`src/rtl/mandelbrot_pkg.sv`:
```
// Shared types and helpers for the multi-lane Mandelbrot frame engine.
package mandelbrot_pkg;

    typedef enum logic [1:0] {
        IDLE  = 2'd0,
        LOAD  = 2'd1,
        ITER  = 2'd2,
        DRAIN = 2'd3
    } state_e;

    // Limit the counter-slice select so the slice never runs past the counter MSB.
    function automatic int unsigned clamp_sel(input int unsigned sel, input int unsigned max_sel);
        return (sel > max_sel) ? max_sel : sel;
    endfunction

endpackage

```
`src/rtl/mandelbrot_alu.sv`:
```
// One Mandelbrot step z' = z^2 + c in two's complement with BITWIDTH-3 fraction bits.
// size flags |z|^2 > 4 for the current z; overflow flags a z' that wrapped.
module mandelbrot_alu #(
    parameter int unsigned BITWIDTH = 10
) (
    input  logic signed [BITWIDTH-1:0] zr_i,
    input  logic signed [BITWIDTH-1:0] zi_i,
    input  logic signed [BITWIDTH-1:0] cr_i,
    input  logic signed [BITWIDTH-1:0] ci_i,
    output logic signed [BITWIDTH-1:0] zr_o,
    output logic signed [BITWIDTH-1:0] zi_o,
    output logic                       size_o,
    output logic                       overflow_o
);
    localparam int unsigned FRAC    = BITWIDTH - 3;
    localparam int unsigned PW      = 2 * BITWIDTH + 2;
    localparam int          FOUR_SQ = 4 << (2 * FRAC);

    logic signed [PW-1:0] zr_w, zi_w, zr2, zi2, zri, nr_full, ni_full;

    always_comb begin
        zr_w       = PW'(zr_i);
        zi_w       = PW'(zi_i);
        zr2        = zr_w * zr_w;
        zi2        = zi_w * zi_w;
        zri        = zr_w * zi_w;
        nr_full    = ((zr2 - zi2) >>> FRAC) + PW'(cr_i);
        ni_full    = (zri >>> (FRAC - 1)) + PW'(ci_i);
        zr_o       = nr_full[BITWIDTH-1:0];
        zi_o       = ni_full[BITWIDTH-1:0];
        size_o     = (zr2 + zi2) > PW'(FOUR_SQ);
        overflow_o = (nr_full != PW'(zr_o)) || (ni_full != PW'(zi_o));
    end

endmodule

```
`src/rtl/mandelbrot_lane.sv`:
```
// One pixel lane: latches c on load, iterates until escape, limit or wrap, then holds ctr.
module mandelbrot_lane #(
    parameter int unsigned BITWIDTH = 10,
    parameter int unsigned CTRWIDTH = 7
) (
    input  logic                clk,
    input  logic                rst_n,
    input  logic                load,
    input  logic [BITWIDTH-1:0] cr,
    input  logic [BITWIDTH-1:0] ci,
    input  logic [CTRWIDTH-1:0] max_ctr,
    output logic [CTRWIDTH-1:0] ctr,
    output logic                done
);
    logic [BITWIDTH-1:0] zr_q, zr_d, zi_q, zi_d, cr_q, cr_d, ci_q, ci_d;
    logic [BITWIDTH-1:0] alu_zr, alu_zi;
    logic [CTRWIDTH-1:0] ctr_q, ctr_d;
    logic                ovf_q, ovf_d, done_q, done_d;
    logic                alu_size, alu_ovf, term_c;

    mandelbrot_alu #(.BITWIDTH(BITWIDTH)) u_alu (
        .zr_i       (zr_q),
        .zi_i       (zi_q),
        .cr_i       (cr_q),
        .ci_i       (ci_q),
        .zr_o       (alu_zr),
        .zi_o       (alu_zi),
        .size_o     (alu_size),
        .overflow_o (alu_ovf)
    );

    // Termination looks at the registered z, so a wrapped step costs one extra cycle.
    assign term_c = alu_size || (ctr_q == max_ctr) || ovf_q;
    assign ctr    = ctr_q;
    assign done   = done_q || term_c;

    always_comb begin
        zr_d   = zr_q;
        zi_d   = zi_q;
        cr_d   = cr_q;
        ci_d   = ci_q;
        ctr_d  = ctr_q;
        ovf_d  = ovf_q;
        done_d = done_q;
        if (load) begin
            zr_d   = '0;
            zi_d   = '0;
            cr_d   = cr;
            ci_d   = ci;
            ctr_d  = '0;
            ovf_d  = 1'b0;
            done_d = 1'b0;
        end else if (!done_q) begin
            if (term_c) begin
                done_d = 1'b1;
            end else begin
                zr_d  = alu_zr;
                zi_d  = alu_zi;
                ctr_d = ctr_q + CTRWIDTH'(1);
                ovf_d = alu_ovf;
            end
        end
    end

    always_ff @(posedge clk or negedge rst_n) begin
        if (!rst_n) begin
            zr_q   <= '0;
            zi_q   <= '0;
            cr_q   <= '0;
            ci_q   <= '0;
            ctr_q  <= '0;
            ovf_q  <= 1'b0;
            done_q <= 1'b0;
        end else begin
            zr_q   <= zr_d;
            zi_q   <= zi_d;
            cr_q   <= cr_d;
            ci_q   <= ci_d;
            ctr_q  <= ctr_d;
            ovf_q  <= ovf_d;
            done_q <= done_d;
        end
    end

endmodule

```
`src/rtl/mandelbrot_multilane.sv`:
```
// Frame engine: LANES adjacent pixels per group, results streamed in raster order.
module mandelbrot_multilane
    import mandelbrot_pkg::*;
#(
    parameter  int unsigned BITWIDTH = 10,
    parameter  int unsigned CTRWIDTH = 7,
    parameter  int unsigned OUTWIDTH = 4,
    parameter  int unsigned WIDTH    = 320,
    parameter  int unsigned HEIGHT   = 240,
    parameter  int unsigned LANES    = 2,
    localparam int unsigned SELW     = $clog2(CTRWIDTH - OUTWIDTH + 1),
    localparam int unsigned XW       = $clog2(WIDTH),
    localparam int unsigned YW       = $clog2(HEIGHT)
) (
    input  logic                clk,
    input  logic                rst_n,
    input  logic                start,
    input  logic                abort,
    output logic                busy,
    input  logic [CTRWIDTH-1:0] max_ctr,
    input  logic [SELW-1:0]     ctr_select,
    input  logic [BITWIDTH-1:0] step,
    input  logic [BITWIDTH-1:0] cr_offset,
    input  logic [BITWIDTH-1:0] ci_offset,
    output logic                out_valid,
    input  logic                out_ready,
    output logic [OUTWIDTH-1:0] out_ctr,
    output logic [XW-1:0]       out_x,
    output logic [YW-1:0]       out_y,
    output logic                out_last,
    output logic                frame_done
);
    localparam int unsigned JW     = (LANES > 1) ? $clog2(LANES) : 1;
    localparam int unsigned MAXSEL = CTRWIDTH - OUTWIDTH;

    if ((WIDTH % LANES) != 0 || OUTWIDTH > CTRWIDTH || LANES < 1) begin : g_param_check
        $error("mandelbrot_multilane: WIDTH must be a multiple of LANES and OUTWIDTH <= CTRWIDTH");
    end

    state_e              state_q, state_d;
    logic [CTRWIDTH-1:0] max_ctr_q, max_ctr_d;
    logic [SELW-1:0]     sel_q, sel_d;
    logic [BITWIDTH-1:0] step_q, step_d, cr_off_q, cr_off_d, cr_base_q, cr_base_d, ci_q, ci_d;
    logic [XW-1:0]       gx_q, gx_d, out_x_q, out_x_d;
    logic [YW-1:0]       y_q, y_d, out_y_q, out_y_d;
    logic [JW-1:0]       j_q, j_d, nxt_j;
    logic [OUTWIDTH-1:0] out_ctr_q, out_ctr_d;
    logic                out_valid_q, out_valid_d, out_last_q, out_last_d;
    logic                frame_done_q, frame_done_d, busy_q, busy_d;
    logic                load_c, line_end_c, last_group_c;

    logic [BITWIDTH-1:0] lane_cr  [LANES];
    logic [CTRWIDTH-1:0] lane_ctr [LANES];
    logic [LANES-1:0]    lane_done;

    for (genvar k = 0; k < LANES; k++) begin : g_lane
        assign lane_cr[k] = cr_base_q + BITWIDTH'(k) * step_q;
        mandelbrot_lane #(.BITWIDTH(BITWIDTH), .CTRWIDTH(CTRWIDTH)) u_lane (
            .clk     (clk),
            .rst_n   (rst_n),
            .load    (load_c),
            .cr      (lane_cr[k]),
            .ci      (ci_q),
            .max_ctr (max_ctr_q),
            .ctr     (lane_ctr[k]),
            .done    (lane_done[k])
        );
    end

    function automatic logic [OUTWIDTH-1:0] slice(input logic [CTRWIDTH-1:0] c, input logic [SELW-1:0] s);
        return OUTWIDTH'(c >> s);
    endfunction

    assign line_end_c   = (gx_q == XW'(WIDTH - LANES));
    assign last_group_c = line_end_c && (y_q == YW'(HEIGHT - 1));
    assign nxt_j        = j_q + JW'(1);

    always_comb begin
        state_d      = state_q;
        max_ctr_d    = max_ctr_q;
        sel_d        = sel_q;
        step_d       = step_q;
        cr_off_d     = cr_off_q;
        cr_base_d    = cr_base_q;
        ci_d         = ci_q;
        gx_d         = gx_q;
        y_d          = y_q;
        j_d          = j_q;
        out_valid_d  = out_valid_q;
        out_ctr_d    = out_ctr_q;
        out_x_d      = out_x_q;
        out_y_d      = out_y_q;
        out_last_d   = out_last_q;
        frame_done_d = 1'b0;
        load_c       = 1'b0;
        unique case (state_q)
            IDLE: begin
                if (start && !abort) begin
                    max_ctr_d = max_ctr;
                    sel_d     = SELW'(clamp_sel(32'(ctr_select), MAXSEL));
                    step_d    = step;
                    cr_off_d  = cr_offset;
                    cr_base_d = cr_offset;
                    ci_d      = ci_offset;
                    gx_d      = '0;
                    y_d       = '0;
                    state_d   = LOAD;
                end
            end
            LOAD: begin
                load_c  = 1'b1;
                state_d = ITER;
            end
            ITER: begin
                if (&lane_done) begin
                    j_d         = '0;
                    out_valid_d = 1'b1;
                    out_ctr_d   = slice(lane_ctr[0], sel_q);
                    out_x_d     = gx_q;
                    out_y_d     = y_q;
                    out_last_d  = last_group_c && (LANES == 1);
                    state_d     = DRAIN;
                end
            end
            DRAIN: begin
                if (out_valid_q && out_ready) begin
                    if (j_q == JW'(LANES - 1)) begin
                        out_valid_d = 1'b0;
                        out_last_d  = 1'b0;
                        if (last_group_c) begin
                            frame_done_d = 1'b1;
                            state_d      = IDLE;
                        end else begin
                            state_d = LOAD;
                            // Wrap to the next line or step the group base along it.
                            if (line_end_c) begin
                                gx_d      = '0;
                                cr_base_d = cr_off_q;
                                ci_d      = ci_q + step_q;
                                y_d       = y_q + YW'(1);
                            end else begin
                                gx_d      = gx_q + XW'(LANES);
                                cr_base_d = cr_base_q + BITWIDTH'(LANES) * step_q;
                            end
                        end
                    end else begin
                        j_d        = nxt_j;
                        out_ctr_d  = slice(lane_ctr[nxt_j], sel_q);
                        out_x_d    = gx_q + XW'(nxt_j);
                        out_last_d = last_group_c && (nxt_j == JW'(LANES - 1));
                    end
                end
            end
            default: state_d = IDLE;
        endcase
        // Abort beats any same-cycle transfer; the pending pixel is dropped.
        if (abort && state_q != IDLE) begin
            state_d      = IDLE;
            out_valid_d  = 1'b0;
            out_last_d   = 1'b0;
            frame_done_d = 1'b0;
        end
        busy_d = (state_d != IDLE);
    end

    always_ff @(posedge clk or negedge rst_n) begin
        if (!rst_n) begin
            state_q      <= IDLE;
            max_ctr_q    <= '0;
            sel_q        <= '0;
            step_q       <= '0;
            cr_off_q     <= '0;
            cr_base_q    <= '0;
            ci_q         <= '0;
            gx_q         <= '0;
            y_q          <= '0;
            j_q          <= '0;
            out_valid_q  <= 1'b0;
            out_ctr_q    <= '0;
            out_x_q      <= '0;
            out_y_q      <= '0;
            out_last_q   <= 1'b0;
            frame_done_q <= 1'b0;
            busy_q       <= 1'b0;
        end else begin
            state_q      <= state_d;
            max_ctr_q    <= max_ctr_d;
            sel_q        <= sel_d;
            step_q       <= step_d;
            cr_off_q     <= cr_off_d;
            cr_base_q    <= cr_base_d;
            ci_q         <= ci_d;
            gx_q         <= gx_d;
            y_q          <= y_d;
            j_q          <= j_d;
            out_valid_q  <= out_valid_d;
            out_ctr_q    <= out_ctr_d;
            out_x_q      <= out_x_d;
            out_y_q      <= out_y_d;
            out_last_q   <= out_last_d;
            frame_done_q <= frame_done_d;
            busy_q       <= busy_d;
        end
    end

    assign busy       = busy_q;
    assign out_valid  = out_valid_q;
    assign out_ctr    = out_ctr_q;
    assign out_x      = out_x_q;
    assign out_y      = out_y_q;
    assign out_last   = out_last_q;
    assign frame_done = frame_done_q;

endmodule

```
`config.mk`:
```
export PLATFORM = sky130hd
export DESIGN_NAME = mandelbrot_multilane
export DESIGN_NICKNAME = d
export VERILOG_FILES = /design/src/rtl/mandelbrot_pkg.sv /design/src/rtl/mandelbrot_alu.sv /design/src/rtl/mandelbrot_lane.sv /design/src/rtl/mandelbrot_multilane.sv
export SDC_FILE = /design/constraint.sdc
export NUM_CORES = 2
export LEC_CHECK = 0
export CAP_MARGIN = 30
export CORE_MARGIN = 2
export CORE_UTILIZATION = 55
export CTS_CLUSTER_DIAMETER = 30
export DETAILED_ROUTE_END_ITERATION = 7
export MAX_ROUTING_LAYER = met4
export PLACE_DENSITY = 0.83
export SYNTH_ARGS = -nofsm -noshare
export SYNTH_HDL_FRONTEND = slang
export SYNTH_SLANG_ARGS = --single-unit
export TNS_END_PERCENT = 50
```
`constraint.sdc`:
```
create_clock -name clk -period 9.7 [get_ports clk]
set_input_delay 1.94 -clock clk [delete_from_list [all_inputs] [get_ports clk]]
set_output_delay 1.94 -clock clk [all_outputs]
set_load 0.03 [all_outputs]
```
==> impl_metrics.json <==
{
  "seq_area_frac_synth": 0.1244,
  "syn_nets": 5234,
  "drt.antenna.violating_nets": 0,
  "arrival_ns": 9.41,
  "drv_slew": 0,
  "max_freq_mhz": 109.6,
  "critPathMaxStageDelay_ns": 0.66,
  "path_class": "reg2reg",
  "first_pass_iters": 5,
  "start_util": 0.5550,
  "clk_pin_slew_ns": 0.07,
  "cap_viol_max_count": 0,
  "io_buffers": 68,
  "placed_cell_area_mm2": 0.03814,
  "worstPathRequired_ns": 9.99,
  "holdWs_ns": 0.4788,
  "tightest_slew_ns": 0.9319,
  "whs_endpoint": "cr_off_q[7]",
  "synth_area_per_cell_um2": 8.604,
  "slew_headroom": 0.3787,
  "cts_buffers": 17,
  "setup.reg_to_reg.worst_slack_ns": 0.57,
  "crit_fanout": 13,
  "synth_edf_count": 0,
  "n_fill_cell": 5588,
  "track_usage": 0.2739,
  "final_area_mm2": 0.03874,
  "grt_pass1_wl_mm": 146.5,
  "hold_class": "reg2reg",
  "globalplace.congestion": 1.014,
  "synth_ff_type": "dfrtp_1",
  "place_hpwl_mm": 71.68,
  "multi_input_area_mm2": 0.02826,
  "critPathCaptureType": "register",
  "r2r-start": "g_lane[1].u_lane.zi_q[9]",
  "core_mm2": 0.06563,
  "post-cts-setup-buffers": 0,
  "first_global_vias": 29980,
  "regArea_mm2": 0.004532,
  "finalNonFillerCells": 5122,
  "rsz0062_at_grt": "false",
  "grt_max_degree": 80,
  "cts_max_level": 4,
  "r2r-end": "g_lane[1].u_lane.ovf_q",
  "outcome": "complete, no violations",
  "overflow": 0,
  "die_height_um": 261.3,
  "wl_mm": 86.48,
  "yosysWarnings": 0,
  "finalCriticalPeriod_ns": 9.126,
  "fp.dieW_um": 261.3,
  "path_common_cell": "fa_1",
  "async_flop_share": 1.000,
  "cp_slowest_cell": "a2111oi_1",
  "wl_per_cell_um": 16.88,
  "area_growth_pct": 6.369,
  "fin_crit_sh": 0.9409,
  "clkLatencyLatePin_ns": 0.46,
  "drt_iter0_drc": 1846,
  "syn_area_mm2": 0.03642,
  "clock_path_buffers": 2,
  "tritoncts": "done",
  "routed_via_density": 5.589,
  "dp_cells": 5087,
  "root_buffer": "clkbuf_16",
  "antenna_found_initial": 2,
  "fin_skew_ns": 0.01259,
  "netlist_instances": 4233,
  "cp-start-kind": "register",
  "ys_seq_elements": 181,
  "clock-sinks": 181,
  "rows": 94,
  "nets": 5243,
  "setup_violations": 0,
  "tns_ns": 0,
  "drc": 0,
  "dr_total_vias": 28630,
  "drive_gt1_frac": 0.03267,
  "reg2reg_depth": 29,
  "hold_start": "cr_off_q[7]",
  "die_area_mm2": 0.06830,
  "synth_cell_types": 77,
  "holdPathStages": 2,
  "io_pins": 69,
  "hold_viol": 0
}
Yosys cell counts, types with 7 or more instances:
master / number / area share
o21bai_1: 30 / 0.0062
a31oi_1: 10 / 0.0017
nand2_1: 496 / 0.051
nand4_1: 16 / 0.0027
a21o_1: 32 / 0.0066
inv_1: 828 / 0.085
buf_2: 7 / 0.00096
mux2i_1: 46 / 0.013
o31a_1: 9 / 0.0022
fa_1: 514 / 0.28
nor4_1: 10 / 0.0017
o311ai_0: 7 / 0.0017
clkinv_1: 7 / 0.00072
o21ai_0: 122 / 0.017
or3_1: 24 / 0.0041
clkbuf_1: 126 / 0.013
a21oi_1: 167 / 0.023
mux2_2: 15 / 0.0046
nor3_1: 53 / 0.0073
o22ai_1: 13 / 0.0022
ha_1: 443 / 0.15
xnor2_1: 197 / 0.047
o31ai_1: 17 / 0.0035
or2_2: 13 / 0.0022
or4_1: 8 / 0.0016
and2_1: 133 / 0.023
a211o_1: 10 / 0.0024
nand2b_1: 45 / 0.0077
dfrtp_1: 181 / 0.12
xor2_1: 70 / 0.017
o21a_1: 24 / 0.0049
nor2b_1: 39 / 0.0067
and3_1: 25 / 0.0043
nor2_1: 267 / 0.028
o211ai_1: 20 / 0.0041
a21boi_0: 12 / 0.0025
nand3_1: 54 / 0.0074
a211oi_1: 33 / 0.0068
nor3b_1: 7 / 0.0014
how the worst max path moves through the flow:
stage | start | cells past startpoint | slack (ns) | end
4_1_cts | g_lane[1].u_lane.zi_q[9] | 29 | 0.49 | g_lane[1].u_lane.ovf_q
5_1_grt | g_lane[0].u_lane.zr_q[7] | 30 | 0.09 | g_lane[0].u_lane.ovf_q
2_1_floorplan | g_lane[1].u_lane.zi_q[9] | 31 | 1.31 | g_lane[1].u_lane.ovf_q
3_3_place_gp | g_lane[1].u_lane.zi_q[9] | 29 | 0.77 | g_lane[1].u_lane.ovf_q
3_5_place_dp | g_lane[1].u_lane.zi_q[9] | 29 | 0.49 | g_lane[1].u_lane.ovf_q
6_report | g_lane[1].u_lane.zi_q[9] | 29 | 0.57 | g_lane[1].u_lane.ovf_q
layer usage:
| metal | global-route usage | part of all wire |
|---|---|---|
| met1 | 0.3330 | 0.41 |
| met2 | 0.4695 | 0.50 |
| met3 | 0.02855 | 0.047 |
| met4 | 0.1065 | 0.042 |
| met5 | - | 0 |
through the flow:
stage,worst slack [ns],util
6_report,0.5736,0.5903
2_1_floorplan,1.313,-
5_1_grt,0.09002,0.5903
3_3_place_gp,0.7695,0.5810
4_1_cts,0.4935,0.5902
3_5_place_dp,0.4935,0.5811
logic make-up after synthesis:
logic type | share of synthesized area
AND/OR/NAND/NOR | 0.1525
buffers and inverters | 0.1005
adder cells (fa/ha/maj) | 0.4347
XOR/XNOR | 0.06420
other | 0.0001030
flip-flops | 0.1244
AO/OA/AOI/OAI | 0.1026
multiplexers | 0.02099
flip-flops by register name (all words and copies together), names as in the netlist, 4 cells and up:
| name | cells |
|---|---|
| y_q | 8 |
| gx_q | 8 |
| g_lane.u_lane.zr_q | 20 |
| cr_off_q | 10 |
| g_lane.u_lane.ctr | 14 |
| g_lane.u_lane.ci_q | 10 |
| g_lane.u_lane.zi_q | 20 |
| ci_q | 10 |
| cr_base_q | 10 |
| max_ctr_q | 7 |
| g_lane.u_lane.cr_q | 20 |
| step_q | 10 |
| out_ctr | 4 |
| out_y | 8 |
| out_x | 9 |
final cells by class:
type | count | share of cell area
multi-input combinational | 3079 | 0.7293
sequential | 181 | 0.1170
inverter | 835 | 0.08090
timing repair buffer | 128 | 0.02936
tap | 864 | 0.02790
clock buffer | 19 | 0.01143
clock inverter | 13 | 0.003908
antenna | 3 | 0.0001938
layout by cell type (no fill, tap or decap), types with 20 or more instances in the layout:
cell type and n:
nor2_1 267, and2_1 133, fa_1 514, mux2i_1 46, o21bai_1 30, o21a_1 24, and3_1 25, nor3_1 53
a21oi_1 167, or3_1 24, xnor2_1 197, o211ai_1 20, a211oi_1 33, nand2_1 496, nand3_1 54, clkdlybuf4s50_1 67
xor2_1 70, nand2b_1 45, dfrtp_1 179, nor2b_1 38, ha_1 443, buf_4 59, a21o_1 32, inv_1 828
o21ai_0 122
worst max-delay path: cells and delay by family (launching register included):
kind	cells	cell delay (ns)
fa+ha+maj	8	3.44
xor+xnor	3	0.42
simple gates	6	1.83
buf+inv	4	0.46
flops	1	0.60
compound gates	8	2.19
timing repair:
item	CTS	global route
gates resized for setup	0	3
endpoints found under the setup margin	0	2
hold buffers	0	0
Power is left out: the tool's default activity adds up to more than one toggle a clock period on the data nets, which glitch-free logic cannot reach.
